$ cat src/rtl/slice_scheduler.sv
// Slicing machine sequencer: measure object length, divide it into equal steps,
// then run MOVE / SETTLE / CUT rounds for the requested number of slices.
module slice_scheduler #(
   parameter int CNT_W      = 12,
   parameter int SETTLE_CYC = 4
) (
   input  logic             clk,
   input  logic             rst_n,
   input  logic             start_i,
   input  logic             pause_i,
   input  logic [4:0]       slice_num_i,
   output logic             meas_req_o,
   input  logic             meas_valid_i,
   input  logic [CNT_W-1:0] meas_cnt_i,
   output logic             move_req_o,
   output logic [CNT_W-1:0] move_steps_o,
   input  logic             move_done_i,
   output logic             cut_req_o,
   input  logic             cut_done_i,
   output logic             busy_o,
   output logic [4:0]       slices_done_o,
   output logic             finish_o,
   output logic             error_o
);

   localparam int DCW = $clog2(CNT_W + 1);
   localparam int SCW = $clog2(SETTLE_CYC + 1);

   typedef enum logic [2:0] {
      S_IDLE, S_MEASURE, S_DIVIDE, S_MOVE, S_SETTLE, S_CUT, S_DONE
   } state_t;

   state_t           state_q, state_d;
   logic [4:0]       slice_num_q, slice_num_d;
   logic [CNT_W-1:0] quo_q, quo_d;
   logic [4:0]       rem_q, rem_d;
   logic [DCW-1:0]   div_cnt_q, div_cnt_d;
   logic [SCW-1:0]   settle_q, settle_d;
   logic [CNT_W-1:0] step_q, step_d;
   logic [4:0]       slices_done_q, slices_done_d;
   logic             error_q, error_d;
   logic             pend_q, pend_d;

   // Restoring divide datapath: quo_q starts as the dividend and is shifted
   // left, the quotient bits entering at the LSB.
   logic [5:0]       trial;
   logic             fits;
   logic [4:0]       rem_next;
   logic [CNT_W-1:0] quo_next;
   logic             awaited;
   logic             got;

   assign trial    = {rem_q, quo_q[CNT_W-1]};
   assign fits     = (trial >= {1'b0, slice_num_q});
   assign rem_next = fits ? 5'(trial - {1'b0, slice_num_q}) : trial[4:0];
   assign quo_next = {quo_q[CNT_W-2:0], fits};

   always_comb begin
      awaited = 1'b0;
      case (state_q)
         S_MEASURE: awaited = meas_valid_i;
         S_MOVE:    awaited = move_done_i;
         S_CUT:     awaited = cut_done_i;
         default:   awaited = 1'b0;
      endcase
   end

   assign got = awaited | pend_q;

   // NOTE: every always_comb output gets a default first so no path can infer a latch.
   always_comb begin
      state_d       = state_q;
      slice_num_d   = slice_num_q;
      quo_d         = quo_q;
      rem_d         = rem_q;
      div_cnt_d     = div_cnt_q;
      settle_d      = settle_q;
      step_d        = step_q;
      slices_done_d = slices_done_q;
      error_d       = error_q;
      pend_d        = pend_q;
      meas_req_o    = 1'b0;
      move_req_o    = 1'b0;
      cut_req_o     = 1'b0;

      case (state_q)
         S_IDLE: begin
            if (start_i) begin
               slice_num_d   = slice_num_i;
               error_d       = 1'b0;
               slices_done_d = 5'd0;
               if (slice_num_i == 5'd0) begin
                  error_d = 1'b1;
                  state_d = S_DONE;
               end else begin
                  state_d = S_MEASURE;
               end
            end
         end

         S_MEASURE: begin
            if (meas_valid_i) quo_d = meas_cnt_i;
            if (pause_i) begin
               pend_d = got;
            end else begin
               meas_req_o = ~pend_q;
               pend_d     = 1'b0;
               if (got) begin
                  rem_d     = 5'd0;
                  div_cnt_d = '0;
                  state_d   = S_DIVIDE;
               end
            end
         end

         S_DIVIDE: begin
            if (!pause_i) begin
               quo_d     = quo_next;
               rem_d     = rem_next;
               div_cnt_d = div_cnt_q + DCW'(1);
               if (div_cnt_q == DCW'(CNT_W - 1)) begin
                  step_d = quo_next;
                  if (quo_next == '0) begin
                     error_d = 1'b1;
                     state_d = S_DONE;
                  end else begin
                     state_d = S_MOVE;
                  end
               end
            end
         end

         S_MOVE: begin
            if (pause_i) begin
               pend_d = got;
            end else begin
               move_req_o = ~pend_q;
               pend_d     = 1'b0;
               if (got) begin
                  settle_d = '0;
                  state_d  = S_SETTLE;
               end
            end
         end

         S_SETTLE: begin
            if (!pause_i) begin
               if (settle_q == SCW'(SETTLE_CYC - 1)) state_d = S_CUT;
               else                                 settle_d = settle_q + SCW'(1);
            end
         end

         S_CUT: begin
            if (pause_i) begin
               pend_d = got;
            end else begin
               cut_req_o = ~pend_q;
               pend_d    = 1'b0;
               if (got) begin
                  slices_done_d = slices_done_q + 5'd1;
                  state_d = (slices_done_q + 5'd1 == slice_num_q) ? S_DONE : S_MOVE;
               end
            end
         end

         S_DONE:  state_d = S_IDLE;
         default: state_d = S_IDLE;
      endcase
   end

   // NOTE: state registers use non-blocking assignments so all flops update together.
   always_ff @(posedge clk) begin
      if (!rst_n) begin
         state_q       <= S_IDLE;
         slice_num_q   <= 5'd0;
         quo_q         <= '0;
         rem_q         <= 5'd0;
         div_cnt_q     <= '0;
         settle_q      <= '0;
         step_q        <= '0;
         slices_done_q <= 5'd0;
         error_q       <= 1'b0;
         pend_q        <= 1'b0;
      end else begin
         state_q       <= state_d;
         slice_num_q   <= slice_num_d;
         quo_q         <= quo_d;
         rem_q         <= rem_d;
         div_cnt_q     <= div_cnt_d;
         settle_q      <= settle_d;
         step_q        <= step_d;
         slices_done_q <= slices_done_d;
         error_q       <= error_d;
         pend_q        <= pend_d;
      end
   end

   assign move_steps_o  = step_q;
   assign slices_done_o = slices_done_q;
   assign error_o       = error_q;
   assign busy_o        = (state_q != S_IDLE);
   assign finish_o      = (state_q == S_DONE);

endmodule

$ cat config.mk
export PLATFORM = sky130hd
export DESIGN_NAME = slice_scheduler
export DESIGN_NICKNAME = d
export VERILOG_FILES = /design/src/rtl/slice_scheduler.sv
export SDC_FILE = /design/constraint.sdc
export NUM_CORES = 1
export LEC_CHECK = 0
export ABC_AREA = 1
export CAP_MARGIN = 20
export CORE_AREA = 4 4 80 82
export CTS_BUF_LIST = sky130_fd_sc_hd__clkbuf_8 sky130_fd_sc_hd__clkbuf_16
export CTS_CLUSTER_SIZE = 16
export DETAILED_ROUTE_END_ITERATION = 10
export DIE_AREA = 0 0 84 86
export GPL_ROUTABILITY_DRIVEN = 0
export GPL_TIMING_DRIVEN = 1
export HOLD_SLACK_MARGIN = 0.03
export PLACE_DENSITY = 0.74
export SYNTH_ARGS = -nofsm -noshare
export SYNTH_HDL_FRONTEND = slang
export SYNTH_SLANG_ARGS = --single-unit
$ cat constraint.sdc
create_clock -name clk -period 3.2 [get_ports clk]
set_input_delay 0.8 -clock clk [delete_from_list [all_inputs] [get_ports clk]]
set_output_delay 0.8 -clock clk [all_outputs]
set_load 0.03 [all_outputs]
== Word level (Yosys, flattened, before mapping) ==
Index checks and enable logic that the tools add are counted.
Widths: inputs -> output; s select.

* Logic and storage cells: 106
* Register bits after elaboration: 51
* Output and inout port bits: 23

* $lt $le $gt $ge: 1
* Add/sub/neg operators: 4
* Bitwise logic cells: 3
* Equality and inequality tests: 23
* Multiplexer cells: 48
* Reduce and logical (&&, ||, !) cells: 17

{| class="wikitable"
|+ Operators with widths
! kind !! number
|-
| $mux 3 || 18
|-
| $mux 5 || 7
|-
| $ne 2x2->1 const B || 14
|-
| $mux 12 || 2
|-
| $pmux 12 s2 || 1
|-
| $pmux 5 s2 || 2
|-
| $pmux 3 s6 || 1
|-
| $logic_not 12->1 || 1
|-
| $mux 4 || 3
|-
| $reduce_and 11->1 || 1
|-
| $mux 1 || 10
|-
| $reduce_and 5->1 || 2
|-
| $eq 3x2->1 const B || 3
|-
| $eq 3x3->1 const B || 3
|-
| $pmux 4 s2 || 1
|-
| $reduce_and 4->1 || 2
|-
| $reduce_bool 2->1 || 4
|-
| $ge 6x5->1 || 1
|-
| $pmux 3 s2 || 1
|-
| $reduce_and 3->1 || 2
|-
| $add 5x1->5 const B || 1
|-
| $eq 5x5->1 || 1
|-
| $logic_not 5->1 || 1
|-
| $sub 5x5->5 || 1
|-
| 12 further kinds || 13
|}

== Depth between registers and ports, before layout ==
* Depth after elaboration: 6
* Depth in mapped cells: 13
* Mapped depth without buffers: 13

== Worst setup path before layout ==
Ideal clock, no wire load.

* Kind: input port to output port
* Start point: input pause_i
* End point: output meas_req_o
* Path slack: 0.740 ns
* Data required time: 2.400 ns
* Arrival time: 1.660 ns
* Cell stages on the path: 3
* Buffers on the path: 0
* Cell sequence: inv_1 -> nand2_1 -> nor3_1

* Cells in the longest elaborated chain, start to end: 2

{| class="wikitable"
|+ Ends and longest elaborated chain
! element !! line !! source
|-
| start: declaration || 10 || <nowiki>input logic pause_i,</nowiki>
|-
| $mux 1 || 103 || <nowiki>if (pause_i) begin</nowiki>
|-
| $mux 1 || 86 || <nowiki>case (state_q)</nowiki>
|-
| end: declaration || 12 || <nowiki>output logic meas_req_o,</nowiki>
|}

No other way between the ends.

== Worst setup path after layout ==
Same ends and word-level chain as after synthesis.

==> results.json <==
{
  "status": "complete, no violations",
  "row_count": 28,
  "swShare": 0.443,
  "cts_sinks": 51,
  "cts_tree": "yes",
  "worstPathArrival_ns": 1.97,
  "port-buffer-count": 46,
  "grtUsageMet3": 0.0327,
  "ys.flop_type": "dfxtp_1",
  "pwr-share-clk": 0.185,
  "worstPathRequired_ns": 2.40,
  "leakagePower_nw": 1.38,
  "crit_type": "input pin to output pin",
  "postCtsHoldBufs": 0,
  "post_cts_resized": 0,
  "grt_first_pass_wirelength_mm": 11.3,
  "firstDrtPassIters": 4,
  "seq_area_frac_synth": 0.372,
  "vias_per_cell": 5.20,
  "antenna_found_initial": 0,
  "dpl_worst_slack_ns": 0.437,
  "die-area_sq_um": 7220,
  "ioPinCount": 47,
  "crit_slowest_cell": "clkdlybuf4s50_1",
  "final_common_cell": "nand2_1",
  "post-cts-setup-buffer-count": 0,
  "tightest_slew_ns": 0.541,
  "critPathLaunch": "pause_i",
  "p_int_mw": 1.42,
  "initial_core_util": 0.478,
  "vias": 2735,
  "worstPathMaxFanout": 5,
  "wl_mm": 6.63,
  "crit_path_end_kind": "output pin",
  "yosysUniqueCellTypes": 33,
  "ir_drop_uv": 393,
  "yosys_warnings": 0,
  "synthToLayoutAreaGrowth_pct": 22.2,
  "h-tree-depth": 2,
  "setup_viol": 0,
  "grt_start_max_net_pins": 34,
  "overflow": 0,
  "whs_endpoint": "settle_q[2]$_SDFFE_PN0P_",
  "worstPathCellList": "clkdlybuf4s50_1 > inv_1 > nand2_1 > nor3_1 > buf_4",
  "hold_depth": 2,
  "final_cell_mix": "nand2_1 (103), dfxtp_1 (51), nor2_1 (48), clkdlybuf4s50_1 (43), inv_1 (41)",
  "timing.rr.end": "state_q[2]$_SDFFE_PN0P_",
  "multi_input_area_sq_um": 1490,
  "max-cap-violations": 0,
  "drtIter0Drc": 207,
  "syn_area_sq_um": 2750,
  "grt_pass1_vias": 2443,
  "fin_skew_ns": 0.0101,
  "worst_path_largest_cell_delay_ns": 0.52,
  "rsz0062_at_grt": "false",
  "dp_hpwl_mm": 4.94,
  "antennaDiodeCount": 0,
  "grt_usage": 0.190,
  "syn_inst": 408,
  "pwr-share-comb": 0.464,
  "synth-seq-cells": 51,
  "layout_setup_ws_ns": 0.434,
  "final-hold-violation-count": 0,
  "max_freq_mhz": 362,
  "ant_nets": 0,
  "hold_path.class": "register to register",
  "fp.dieW_um": 84,
  "cts_buffers": 5,
  "reg2reg_depth": 13,
  "grt-busiest-layer": "met2",
  "async_flop_share": 0,
  "path_buf_inv": 3,
  "synth_nets": 442,
  "rrSetupSlack_ns": 1.00,
  "met2_usage": 0.307,
  "period_minus_slack_ns": 2.77,
  "clk_latency_ns": 0.32,
  "grt_util_met1": 0.254,
  "finalSetupTns_ns": 0,
  "wl_per_cell_um": 12.6,
  "synth_edf_count": 0,
  "power.switching_mw": 1.13,
  "slew_headroom": 0.637,
  "clk_path_buf_depth": 2,
  "drive_gt1_frac": 0.0643,
  "path_clk_slew_ns": 0.09,
  "seq_power_share": 0.351,
  "cp_top_family": "buffers and inverters",
  "dieHeight_um": 86,
  "fin_util": 0.584,
  "clock-root-buffer": "clkbuf_8",
  "hold_start": "settle_q[2]$_SDFFE_PN0P_",
  "core_sq_um": 5750,
  "avgSynthCellArea_sq_um": 6.73,
  "drc_errors": 0,
  "final_nets": 484,
  "crit_path_start_kind": "input pin",
  "r2r-start": "quo_q[11]$_SDFFE_PN0P_",
  "drv_slew": 0,
  "power_density_nw_per_um2": 762,
  "fillers": 564,
  "period_share": 0.864,
  "seqCellArea_sq_um": 1020
}
==> metal layers <==
| metal | part of all wire | wire [um] | vias to the layer above |
|---|---|---|---|
| met5 | 0 | 0 | - |
| met4 | 0.014 | 93 | 0 |
| met3 | 0.046 | 306 | 9 |
| met2 | 0.47 | 3090 | 63 |
| met1 | 0.47 | 3140 | 1245 |
| li1 | - | - | 1418 |
==> cell families (layout without fill, tap and decap cells) <==
group / after synthesis / after routing / synth area share
compound gates: 91 / 91 / 0.182
xor+xnor: 4 / 4 / 0.0128
fa+ha+maj: 10 / 10 / 0.0483
buf+inv: 59 / 102 / 0.0861
flops: 51 / 51 / 0.372
simple gates: 193 / 193 / 0.299
==> tightest hold or removal path, stage by stage (launching register included) <==
cell     delay (ns)
dfxtp_1        0.32
nand2_1        0.06
a21oi_1        0.06
==> power by group through the flow <==
stage | logic (mW) | registers [mW] | clock network [mW]
2_1_floorplan | 0.846 | 0.929 | 0
3_3_place_gp | 1.16 | 0.906 | 0
3_5_place_dp | 1.17 | 0.908 | 0
4_1_cts | 1.18 | 0.895 | 0.479
5_1_grt | 1.35 | 0.919 | 0.509
6_report | 1.19 | 0.898 | 0.473
==> cell usage after synthesis (2+ instances only) <==
library cell | n | share of area
a211oi_1 | 7 | 0.019
nand2_2 | 6 | 0.014
inv_1 | 41 | 0.056
a31oi_1 | 13 | 0.030
dfxtp_1 | 51 | 0.37
a21oi_1 | 33 | 0.060
clkbuf_1 | 6 | 0.0082
clkinv_1 | 2 | 0.0027
ha_1 | 9 | 0.041
nand2_1 | 103 | 0.14
nor2_1 | 48 | 0.066
xor2_1 | 3 | 0.0096
nand3_1 | 13 | 0.024
o21ai_0 | 34 | 0.062
inv_2 | 4 | 0.0055
o211ai_1 | 2 | 0.0055
nor3_1 | 9 | 0.016
buf_2 | 3 | 0.0055
nand4_1 | 7 | 0.016
==> sequential cells by signal, indices dropped and copies added (netlist names) <==
signal / flops
rem_q: 5
pend_q: 1
slices_done_o: 5
slice_num_q: 5
state_q: 3
settle_q: 3
move_steps_o: 12
quo_q: 12
error_o: 1
div_cnt_q: 4
==> worst max-delay path by stage <==
stage,to,cells after the start
after floorplan,meas_req_o,3
after global placement,meas_req_o,5
after detailed placement,meas_req_o,5
after CTS,meas_req_o,5
after global routing,meas_req_o,5
final,meas_req_o,5
==> through the flow <==
step	cell area, sq um	power, mW	hold WS (ns)	cells
2_1_floorplan	2750	1.78	0.444	408
3_3_place_gp	3240	2.07	0.458	518
3_5_place_dp	3240	2.08	0.466	518
4_1_cts	3360	2.56	0.479	526
5_1_grt	3360	2.78	0.502	526
6_report	3360	2.56	0.480	526
==> layout make-up <==
cell class / count / share of cell area
clock buffer: 5 / 0.0205
clock inverter: 3 / 0.0138
inverter: 47 / 0.0526
multi-input combinational: 298 / 0.444
sequential: 51 / 0.304
tap: 75 / 0.0280
timing repair buffer: 47 / 0.137
Power figures use the tool's default switching activity.
